**src/rtl/alu_writeback_pkg.sv**
```systemverilog
// Shared definitions for the ALU writeback slice.
// Holds the opcode map, the flag bit positions inside the 7-bit flag word,
// the comparison codes, the signature of a division/modulo-by-zero result,
// and a small opcode classification helper.
package alu_writeback_pkg;

  typedef enum logic [3:0] {
    OP_ADD  = 4'h0,
    OP_SUB  = 4'h1,
    OP_MUL  = 4'h2,
    OP_DIV  = 4'h3,
    OP_MOD  = 4'h4,
    OP_CMP  = 4'h5,
    OP_AND  = 4'h6,
    OP_OR   = 4'h7,
    OP_XOR  = 4'h8,
    OP_NOT  = 4'h9,
    OP_SHL  = 4'hA,
    OP_SHR  = 4'hB,
    OP_NAND = 4'hC,
    OP_XNOR = 4'hD
  } alu_op_e;

  // Flag word layout {S,C,Z,P,O,I,D}, bit 6 down to bit 0
  localparam int FLAG_S = 6;
  localparam int FLAG_C = 5;
  localparam int FLAG_Z = 4;
  localparam int FLAG_P = 3;
  localparam int FLAG_O = 2;
  localparam int FLAG_I = 1;
  localparam int FLAG_D = 0;

  localparam logic [1:0] CMP_EQ = 2'b00;
  localparam logic [1:0] CMP_GT = 2'b01;
  localparam logic [1:0] CMP_LT = 2'b10;

  // The ALU signals a zero divisor with an all-ones result and all flags set
  localparam logic [7:0] DIV0_C     = 8'hFF;
  localparam logic [6:0] DIV0_FLAGS = 7'h7F;

  // Queue entry is {dest[2:0], data[7:0]}
  localparam int WB_ENTRY_W = 11;

  // Opcodes above XNOR (0xE, 0xF) have no defined operation
  function automatic logic is_illegal_op(input logic [3:0] sel);
    return sel > 4'(OP_XNOR);
  endfunction

endpackage

```
**src/rtl/wb_fifo.sv**
```systemverilog
// Small synchronous FIFO holding pending register-file writes.
// Ports:
//   clk, rst_n      clock, asynchronous active-low reset
//   push, push_data write one entry (caller guarantees not full)
//   pop             remove the head entry (caller guarantees not empty)
//   head_data       registered head entry
//   count           number of stored entries, 0..DEPTH
// Storage is cleared on reset so the head reads zero until the first push.
module wb_fifo #(
  parameter int DEPTH = 2,
  parameter int WIDTH = 11
) (
  input  logic                     clk,
  input  logic                     rst_n,
  input  logic                     push,
  input  logic [WIDTH-1:0]         push_data,
  input  logic                     pop,
  output logic [WIDTH-1:0]         head_data,
  output logic [$clog2(DEPTH):0]   count
);

  localparam int PW = $clog2(DEPTH);

  logic [WIDTH-1:0] mem [DEPTH];
  logic [PW-1:0]    wr_ptr;
  logic [PW-1:0]    rd_ptr;

  // Pointers wrap naturally because DEPTH is a power of two
  always_ff @(posedge clk or negedge rst_n) begin
    if (!rst_n) begin
      wr_ptr <= '0;
      rd_ptr <= '0;
      count  <= '0;
      for (int i = 0; i < DEPTH; i++) mem[i] <= '0;
    end else begin
      if (push) begin
        mem[wr_ptr] <= push_data;
        wr_ptr      <= wr_ptr + PW'(1);
      end
      if (pop) rd_ptr <= rd_ptr + PW'(1);
      case ({push, pop})
        2'b10:   count <= count + 1'b1;
        2'b01:   count <= count - 1'b1;
        default: count <= count;
      endcase
    end
  end

  assign head_data = mem[rd_ptr];

endmodule

```
**src/rtl/alu_writeback.sv**
```systemverilog
// ALU writeback stage: classifies each ALU result, updates the architectural
// flags / comparison registers and sticky error bits, and queues register
// writes for the register file.
// Ports:
//   clk, rst_n                         clock, asynchronous active-low reset
//   in_valid/in_ready                  ALU result handshake (ready = not full)
//   alu_sel, dest, alu_c, alu_flags, alu_cmp   result fields
//   wr_valid/wr_ready, wr_addr, wr_data        register-file write handshake
//   flags_q, cmp_q                     architectural flag / compare registers
//   err_div0, err_ill, err_clr         sticky errors and their clear
module alu_writeback
  import alu_writeback_pkg::*;
#(
  parameter int DEPTH = 2
) (
  input  logic       clk,
  input  logic       rst_n,
  input  logic       in_valid,
  output logic       in_ready,
  input  logic [3:0] alu_sel,
  input  logic [2:0] dest,
  input  logic [7:0] alu_c,
  input  logic [6:0] alu_flags,
  input  logic [1:0] alu_cmp,
  output logic       wr_valid,
  input  logic       wr_ready,
  output logic [2:0] wr_addr,
  output logic [7:0] wr_data,
  output logic [6:0] flags_q,
  output logic [1:0] cmp_q,
  output logic       err_div0,
  output logic       err_ill,
  input  logic       err_clr
);

  localparam int CW = $clog2(DEPTH) + 1;

  logic [CW-1:0]         count;
  logic [WB_ENTRY_W-1:0] head;
  logic                  accept;
  logic                  op_ill;
  logic                  op_cmp;
  logic                  op_div0;
  logic                  push;
  logic                  pop;

  // Input classification
  assign in_ready = (count < CW'(DEPTH));
  assign accept   = in_valid & in_ready;
  assign op_ill   = is_illegal_op(alu_sel);
  assign op_cmp   = (alu_sel == 4'(OP_CMP));
  assign op_div0  = ((alu_sel == 4'(OP_DIV)) || (alu_sel == 4'(OP_MOD)))
                    && (alu_c == DIV0_C) && (alu_flags == DIV0_FLAGS);
  assign push     = accept & ~op_ill & ~op_cmp & ~op_div0;
  assign pop      = wr_valid & wr_ready;

  wb_fifo #(
    .DEPTH (DEPTH),
    .WIDTH (WB_ENTRY_W)
  ) u_fifo (
    .clk       (clk),
    .rst_n     (rst_n),
    .push      (push),
    .push_data ({dest, alu_c}),
    .pop       (pop),
    .head_data (head),
    .count     (count)
  );

  // Write port driven straight from the registered head entry
  assign wr_valid           = (count != '0);
  assign {wr_addr, wr_data} = head;

  // Architectural state; a newly detected error wins over err_clr
  always_ff @(posedge clk or negedge rst_n) begin
    if (!rst_n) begin
      flags_q  <= '0;
      cmp_q    <= '0;
      err_div0 <= 1'b0;
      err_ill  <= 1'b0;
    end else begin
      if (accept && !op_ill) flags_q <= alu_flags;
      if (accept && op_cmp)  cmp_q   <= alu_cmp;

      if (accept && op_div0)  err_div0 <= 1'b1;
      else if (err_clr)       err_div0 <= 1'b0;

      if (accept && op_ill)   err_ill <= 1'b1;
      else if (err_clr)       err_ill <= 1'b0;
    end
  end

endmodule

```
**config.mk**
```make
export PLATFORM = sky130hd
export DESIGN_NAME = alu_writeback
export DESIGN_NICKNAME = d
export VERILOG_FILES = /design/src/rtl/alu_writeback_pkg.sv /design/src/rtl/wb_fifo.sv /design/src/rtl/alu_writeback.sv
export SDC_FILE = /design/constraint.sdc
export NUM_CORES = 1
export LEC_CHECK = 0
export ABC_CLOCK_PERIOD_IN_PS = 4200
export BUFFER_PORTS_ARGS = -buffer_cell sky130_fd_sc_hd__buf_2
export CAP_MARGIN = 20
export CORE_MARGIN = 5
export CORE_UTILIZATION = 54
export DETAILED_ROUTE_END_ITERATION = 10
export HOLD_SLACK_MARGIN = 0.08
export PLACE_DENSITY = 0.81
export SETUP_SLACK_MARGIN = 0.2
export SYNTH_ARGS = -nofsm -noshare
export SYNTH_HDL_FRONTEND = slang
export SYNTH_SLANG_ARGS = --single-unit
```
**constraint.sdc**
```tcl
create_clock -name clk -period 4.2 [get_ports clk]
set_input_delay 0.21 -clock clk [delete_from_list [all_inputs] [get_ports clk]]
set_output_delay 0.21 -clock clk [all_outputs]
set_load 0.005 [all_outputs]
```
==> metrics.md, run 1 <==
| Metric | Value |
|---|---|
| Library cell with the largest summed area after synthesis | `dfrtp_1` |
| Startpoint-to-endpoint class of the critical path | `flop to output pin` |
| Arrival @ worst endpoint | `1.56 ns` |
| Setup crit start kind | `flop` |
| H-Tree Depth | `2` |
| Number of failing setup endpoints in the final timing report | `0` |
| Commonest cells after routing, fill and taps aside | `52 x buf_2, 37 x dfrtp_1, 32 x mux2_2` |
| Maximum clock frequency | `564 MHz` |
| Share of final-layout standard cells stronger than drive strength 1 | `60.8%` |
| DP HPWL | `2640 um` |
| Clock buffers created by TritonCTS | `5` |
| Area fraction in compound gates after synthesis | `2.62%` |
| Share of cell area taken by muxes after synthesis | `29.7%` |
| Cell types with the largest area share after synthesis | `dfrtp_1 54%, mux2_2 21%, mux2_4 8.7%, xnor2_1 1.5%, nand4_1 1.5%` |
| Largest vdd supply drop | `0.000308 V` |
| Number of pins exceeding their max-slew limit in the final report | `0` |
| End-of-flow core utilization | `68.5%` |
| Setup repair after global routing missed its margin | `false` |
| Layout-stage area growth over the synthesis result | `21.6%` |
| Count of yosys warnings during synthesis | `0` |
| Dominant combinational cell family by area after synthesis | `multiplexers` |
| Antenna Violating Nets Remaining | `0` |
| Overall Global Routing Usage | `18.1%` |
| Most common library cell in the layout ignoring fill and taps | `buf_2` |
| Min Tclk post-route | `1.77 ns` |
| PwrDens | `684 nW/um^2` |
| Die H | `66.4 um` |
| Nets | `206` |
| Final period utilization | `42.2%` |
| Maximum buffer depth of the clock tree | `2` |
| # rows | `20` |
| Filler instances | `250` |
| Internal power component | `0.000991 W` |
| Logic gate share of total power | `41.8%` |
| Routability-driven placement congestion ratio | `0.710` |
| Synth Area per Inst | `14.7 um^2` |
| CTS Root Cell | `clkbuf_4` |
| Switching power | `0.000439 W` |
| Clock-pin slew on the worst setup and hold paths | `0.10 ns` |
| Sequential cell fraction of total power | `45.1%` |
| Unique cell type count in the Yosys netlist | `24` |
| Post-synthesis instance area | `1720 um^2` |
| Headroom to the max-slew limit | `46.5%` |
| Vias per inst | `5.29` |
| Cell leakage power | `0.995 nW` |
| Residual overflow from global routing | `0` |
| Routed via count | `1164` |
| Overall power consumption | `0.00143 W` |
| First element of the critical path | `u_fifo.rd_ptr` |
| Aggregate routed wire length | `3500 um` |
| Switching fraction of total power | `30.7%` |
| Clock tree from TritonCTS | `yes` |
| Starting Density | `56.4%` |
| Number of primary I/O pins | `53` |
| Final Hold Fails | `0` |
| Worst min path class | `input port to flop` |
| Post-Synth XOR/XNOR Area | `2.55%` |
| Pin count of the biggest net entering global routing | `38` |
| Total negative setup slack | `0 ns` |
| Mapped Nets | `147` |
| Number of antenna violations at the first check in global routing | `0` |
| Post-CTS sizing | `0` |
| TritonCTS Sinks | `37` |
| Detailed router's first-iteration violation count | `40` |
| Flops & latches, synth | `37` |
| Origin of the critical flop-to-flop path | `u_fifo.count[1]` |
| Mapped Cells | `117` |
| Post-route clock skew | `0.00638 ns` |
| Actual slew at the worst max-slew pin | `0.803 ns` |
| Critical path peak fanout | `12` |
| Outcome | `completed` |
| Later-pin clock latency in the skew report | `0.33 ns` |
| Adder and majority gate portion of the synthesized area | `0.727%` |
| Die outline width | `66.4 um` |
| Cts-stage hold buffer count | `2` |
| Max-cap violation count | `0` |
| Core footprint | `3050 um^2` |
| First-pass GRT wire length | `5950 um` |
| Fraction of power consumed by the clock network | `13.1%` |
| Proportion of synthesized chip area in sequential cells | `53.8%` |
| Inserted Diodes | `0` |
| Worst-case setup slack after placement | `2.43 ns` |
| Residual DRC | `0` |
| Average wire length per cell after detail routing | `15.9 um` |
| Number of search-and-repair iterations in the first detailed-routing pass | `4` |
| # port buffers | `52` |
| Area of the die | `4410 um^2` |
| Area share of and/or/nand/nor cells after synthesis | `8.22%` |
| Area share of the leading cell type in the synthesized netlist | `53.8%` |
| Type of destination of the critical path | `output pin` |
| Req. time, crit path | `3.99 ns` |
| Post-CTS setup-driven buffer insertion count | `0` |
| Fin worst setup slack | `2.43 ns` |
| Number of global-route vias before repair | `1316` |
| Startpoint of the most critical hold path | `alu_cmp[1]` |
## critical path, stage by stage, from the launching register on
cell	delay [ns]
dfrtp_1	0.69
mux2_2	0.40
buf_2	0.13
## stage by stage
step | area, um^2 | hold slack (ns) | instances
2_1_floorplan | 1720 | -0.0856 | 117
3_3_place_gp | 2020 | 0.323 | 211
3_5_place_dp | 2020 | 0.339 | 211
4_1_cts | 2090 | 0.100 | 220
5_1_grt | 2090 | 0.100 | 220
6_report | 2090 | 0.108 | 220
## kinds of logic (layout without fill, tap and decap cells)
group / Yosys count / after routing
compound gates: 6 / 6
xor+xnor: 5 / 5
fa+ha+maj: 1 / 1
buf+inv: 7 / 66
flops: 37 / 37
mux: 42 / 42
simple gates: 19 / 19
## metal layers
layer / track usage [%] / share of wire (%) / vias up
met3: 5.27 / 7.1 / 6
met2: 30.5 / 50 / 46
li1: - / - / 535
met4: 6.09 / 1.1 / 0
met1: 22.0 / 41 / 577
met5: 0 / 0 / -
## registers in the layout, summed over array words and instances (netlist names)
signal         cells
u_fifo.count       2
u_fifo.mem        22
u_fifo.wr_ptr      1
flags_q            7
err_ill            1
cmp_q              2
u_fifo.rd_ptr      1
err_div0           1
## power by group through the flow
stage          combinational, W  sequential, W  clock [W]
6_report               0.000598       0.000645   0.000187
5_1_grt                0.000657       0.000668   0.000211
4_1_cts                0.000611       0.000646   0.000191
3_5_place_dp           0.000605       0.000650          0
3_3_place_gp           0.000584       0.000635          0
2_1_floorplan          0.000418       0.000609          0
## area by class of cell
cell class              count  area [um^2]  share of cell area (%)
well taps                  44         55.1                    2.63
inverters                   4         15.0                   0.718
multi-input cells          73          753                    36.0
flip-flops and latches     37          926                    44.3
repair buffers             55          288                    13.8
clock buffers               7         55.1                    2.63
## cell usage after synthesis, drive strengths merged
library cell,instances
a211oi,1
a21oi,2
and2,1
buf,3
dfrtp,37
ha,1
inv,4
mux2,42
nand2,4
nand2b,1
nand3,2
nand4,4
nand4b,1
nand4bb,1
nor2,1
nor2b,1
nor4,1
o22ai,3
or2,2
xnor2,3
xor2,2
## worst paths after layout
kind                                        to  slack, ns  depth (start not counted)
worst min-delay path                  cmp_q[1]       0.11                          2
min in group asynchronous        u_fifo.mem[1]       0.49                          2
worst max register to register   u_fifo.mem[2]       2.43                          4
worst max-delay path                wr_data[4]       2.43                          2
worst min register to register   u_fifo.mem[7]       0.51                          1
max in group asynchronous       u_fifo.mem[11]       3.21                          2
No activity file was read; power rests on OpenSTA's default activity.
==> run 2: changes to the inputs <==
- ABC_CLOCK_PERIOD_IN_PS: 4200 -> 1800
- CORE_UTILIZATION: 54 -> 50
- PLACE_DENSITY: 0.81 -> 0.75
- clock period: 4.2 -> 1.8 ns (I/O delays scaled with it)
==> run 2 against run 1 <==
- combinational power grew to 2.5 times the previous value
- largest power group unchanged
- critical endpoint is now u_fifo.mem[18]
- hold slack better by 0.065 ns
- critical path type is now flop to flop
- critical path depth is 3 higher
- worst setup slack worse by 2.2 ns
- die area is 6.8% higher
- routed wire length is 13% higher
- largest cell class unchanged
- clock-buffer cell count stayed put
==> metrics.md, run 2 (synthesis gave the netlist of run 1 again) <==
| Metric | Value |
|---|---|
| Footprint of the multi-input gates | `803 um^2` |
| Startpoint-to-endpoint class of the critical path | `flop to flop` |
| Average wire length per cell after detail routing | `16.0 um` |
| Largest registers | `u_fifo.mem (22), flags_q (7)` |
| Req. time, crit path | `2.02 ns` |
| Die outline width | `68.7 um` |
| Routed via count | `1257` |
| Number of antenna violations at the first check in global routing | `0` |
| Reg area | `927 um^2` |
| Maximum buffer depth of the clock tree | `2` |
| Antenna Violating Nets Remaining | `0` |
| Final period utilization | `89.2%` |
| Clock buffers created by TritonCTS | `5` |
| TritonCTS Sinks | `37` |
| Type of destination of the critical path | `flop` |
| End-of-flow core utilization | `72.0%` |
| Met1 track utilization from global routing | `21.4%` |
| CTS Root Cell | `clkbuf_4` |
| Overall Global Routing Usage | `18.3%` |
| Number of pins exceeding their max-slew limit in the final report | `0` |
| Overall power consumption | `0.00348 W` |
| Clock-pin slew on the worst setup and hold paths | `0.11 ns` |
| Busiest layer in global routing | `met2` |
| Residual DRC | `0` |
| Arrival @ worst endpoint | `1.82 ns` |
| Register with the most flip-flops | `u_fifo.mem` |
| Detailed router's first-iteration violation count | `28` |
| Setup crit start kind | `flop` |
| DP HPWL | `2510 um` |
| H-Tree Depth | `2` |
| Most common library cell in the layout ignoring fill and taps | `buf_2` |
| PwrDens | `1450 nW/um^2` |
| Filler instances | `238` |
| Max-cap violation count | `0` |
| Worst min path class | `input port to flop` |
| Die H | `68.7 um` |
| Min Tclk post-route | `1.60 ns` |
| Starting Density | `51.6%` |
| # port buffers | `52` |
| Clock tree from TritonCTS | `yes` |
| Post-route clock skew | `0.0156 ns` |
| # rows | `21` |
| Final Hold Fails | `0` |
| Residual overflow from global routing | `0` |
| Maximum clock frequency | `623 MHz` |
| Cell leakage power | `1.12 nW` |
| Pin count of the biggest net entering global routing | `38` |
| Flip-flop count of the largest register, all copies and words added | `22` |
| Met3 routing resource usage after global routing | `6.65%` |
| Share of final-layout standard cells stronger than drive strength 1 | `57.7%` |
| Later-pin clock latency in the skew report | `0.34 ns` |
| Headroom to the max-slew limit | `45.1%` |
| First-pass GRT wire length | `6240 um` |
| Core footprint | `3340 um^2` |
| Outcome | `completed` |
| Nets | `231` |
| Commonest cells after routing, fill and taps aside | `52 x buf_2, 36 x dfrtp_1, 31 x mux2_2` |
| Setup repair after global routing missed its margin | `true` |
| Total negative setup slack | `0 ns` |
| Area of the die | `4710 um^2` |
| Number of primary I/O pins | `53` |
| Routability-driven placement congestion ratio | `0.753` |
| Actual slew at the worst max-slew pin | `0.823 ns` |
| Number of failing setup endpoints in the final timing report | `0` |
| Number of search-and-repair iterations in the first detailed-routing pass | `4` |
| Aggregate routed wire length | `3960 um` |
| Largest vdd supply drop | `0.000772 V` |
| Met2 track demand over resource | `30.8%` |
| Number of global-route vias before repair | `1381` |
| Inserted Diodes | `0` |
| Critical path peak fanout | `6` |
| Vias per inst | `5.09` |
| Layout-stage area growth over the synthesis result | `39.6%` |
-- run 2: path summary, 6_finish.rpt --
path / start / to / slack, ns / cells after the start
min in group asynchronous: rst_n / u_fifo.mem[1] / 0.38 / 2
max reg2reg: u_fifo.count[1] / u_fifo.mem[18] / 0.20 / 5
max in group asynchronous: rst_n / u_fifo.rd_ptr / 0.86 / 2
max: u_fifo.count[1] / u_fifo.mem[18] / 0.20 / 5
min: alu_sel[1] / err_ill / 0.17 / 3
min reg2reg: u_fifo.mem[3] / u_fifo.mem[3] / 0.51 / 1
-- run 2: layout make-up --
type | instances | share of cell area (%)
multi-input cells | 73 | 33.4
flip-flops and latches | 37 | 38.6
well taps | 46 | 2.40
clock buffers | 7 | 2.29
inverters | 4 | 0.625
repair buffers | 80 | 22.7
-- run 2: worst max-delay path: stages (launching register included) --
cell	delay, ns
dfrtp_1	0.44
nor2b_4	0.17
nand3_4	0.11
a211oi_4	0.25
buf_6	0.20
mux2_4	0.30
-- run 2: what timing repair did --
| item | 4_1_cts | 5_1_grt |
|---|---|---|
| endpoints found under the setup margin | 23 | 18 |
| hold endpoints to repair | 71 | 0 |
| gates cloned | 1 | 0 |
| gates resized for setup | 6 | 11 |
| pin swaps | 1 | 2 |
| buffers inserted | 0 | 0 |
| hold buffers | 25 | 0 |
-- run 2: layer usage --
| layer | wire [um] | up-vias |
|---|---|---|
| met5 | 0 | - |
| li1 | - | 585 |
| met3 | 324 | 6 |
| met4 | 65 | 0 |
| met2 | 1970 | 48 |
| met1 | 1590 | 618 |
-- run 2: where the power goes --
part,switching [W],internal (W)
clock,0.000258,0.000184
combinational,0.000529,0.000981
sequential,0.000293,0.00124
-- run 2: metrics by stage --
stage                     worst slack [ns]  cell area [um^2]  instances  hold WS (ns)
after floorplan                      0.276              1720        117        -0.206
after global placement               0.197              2030        214         0.219
after detailed placement             0.103              2030        214         0.234
after CTS                            0.213              2360        247         0.111
after global routing                 0.124              2400        247         0.168
final                                0.195              2400        247         0.172
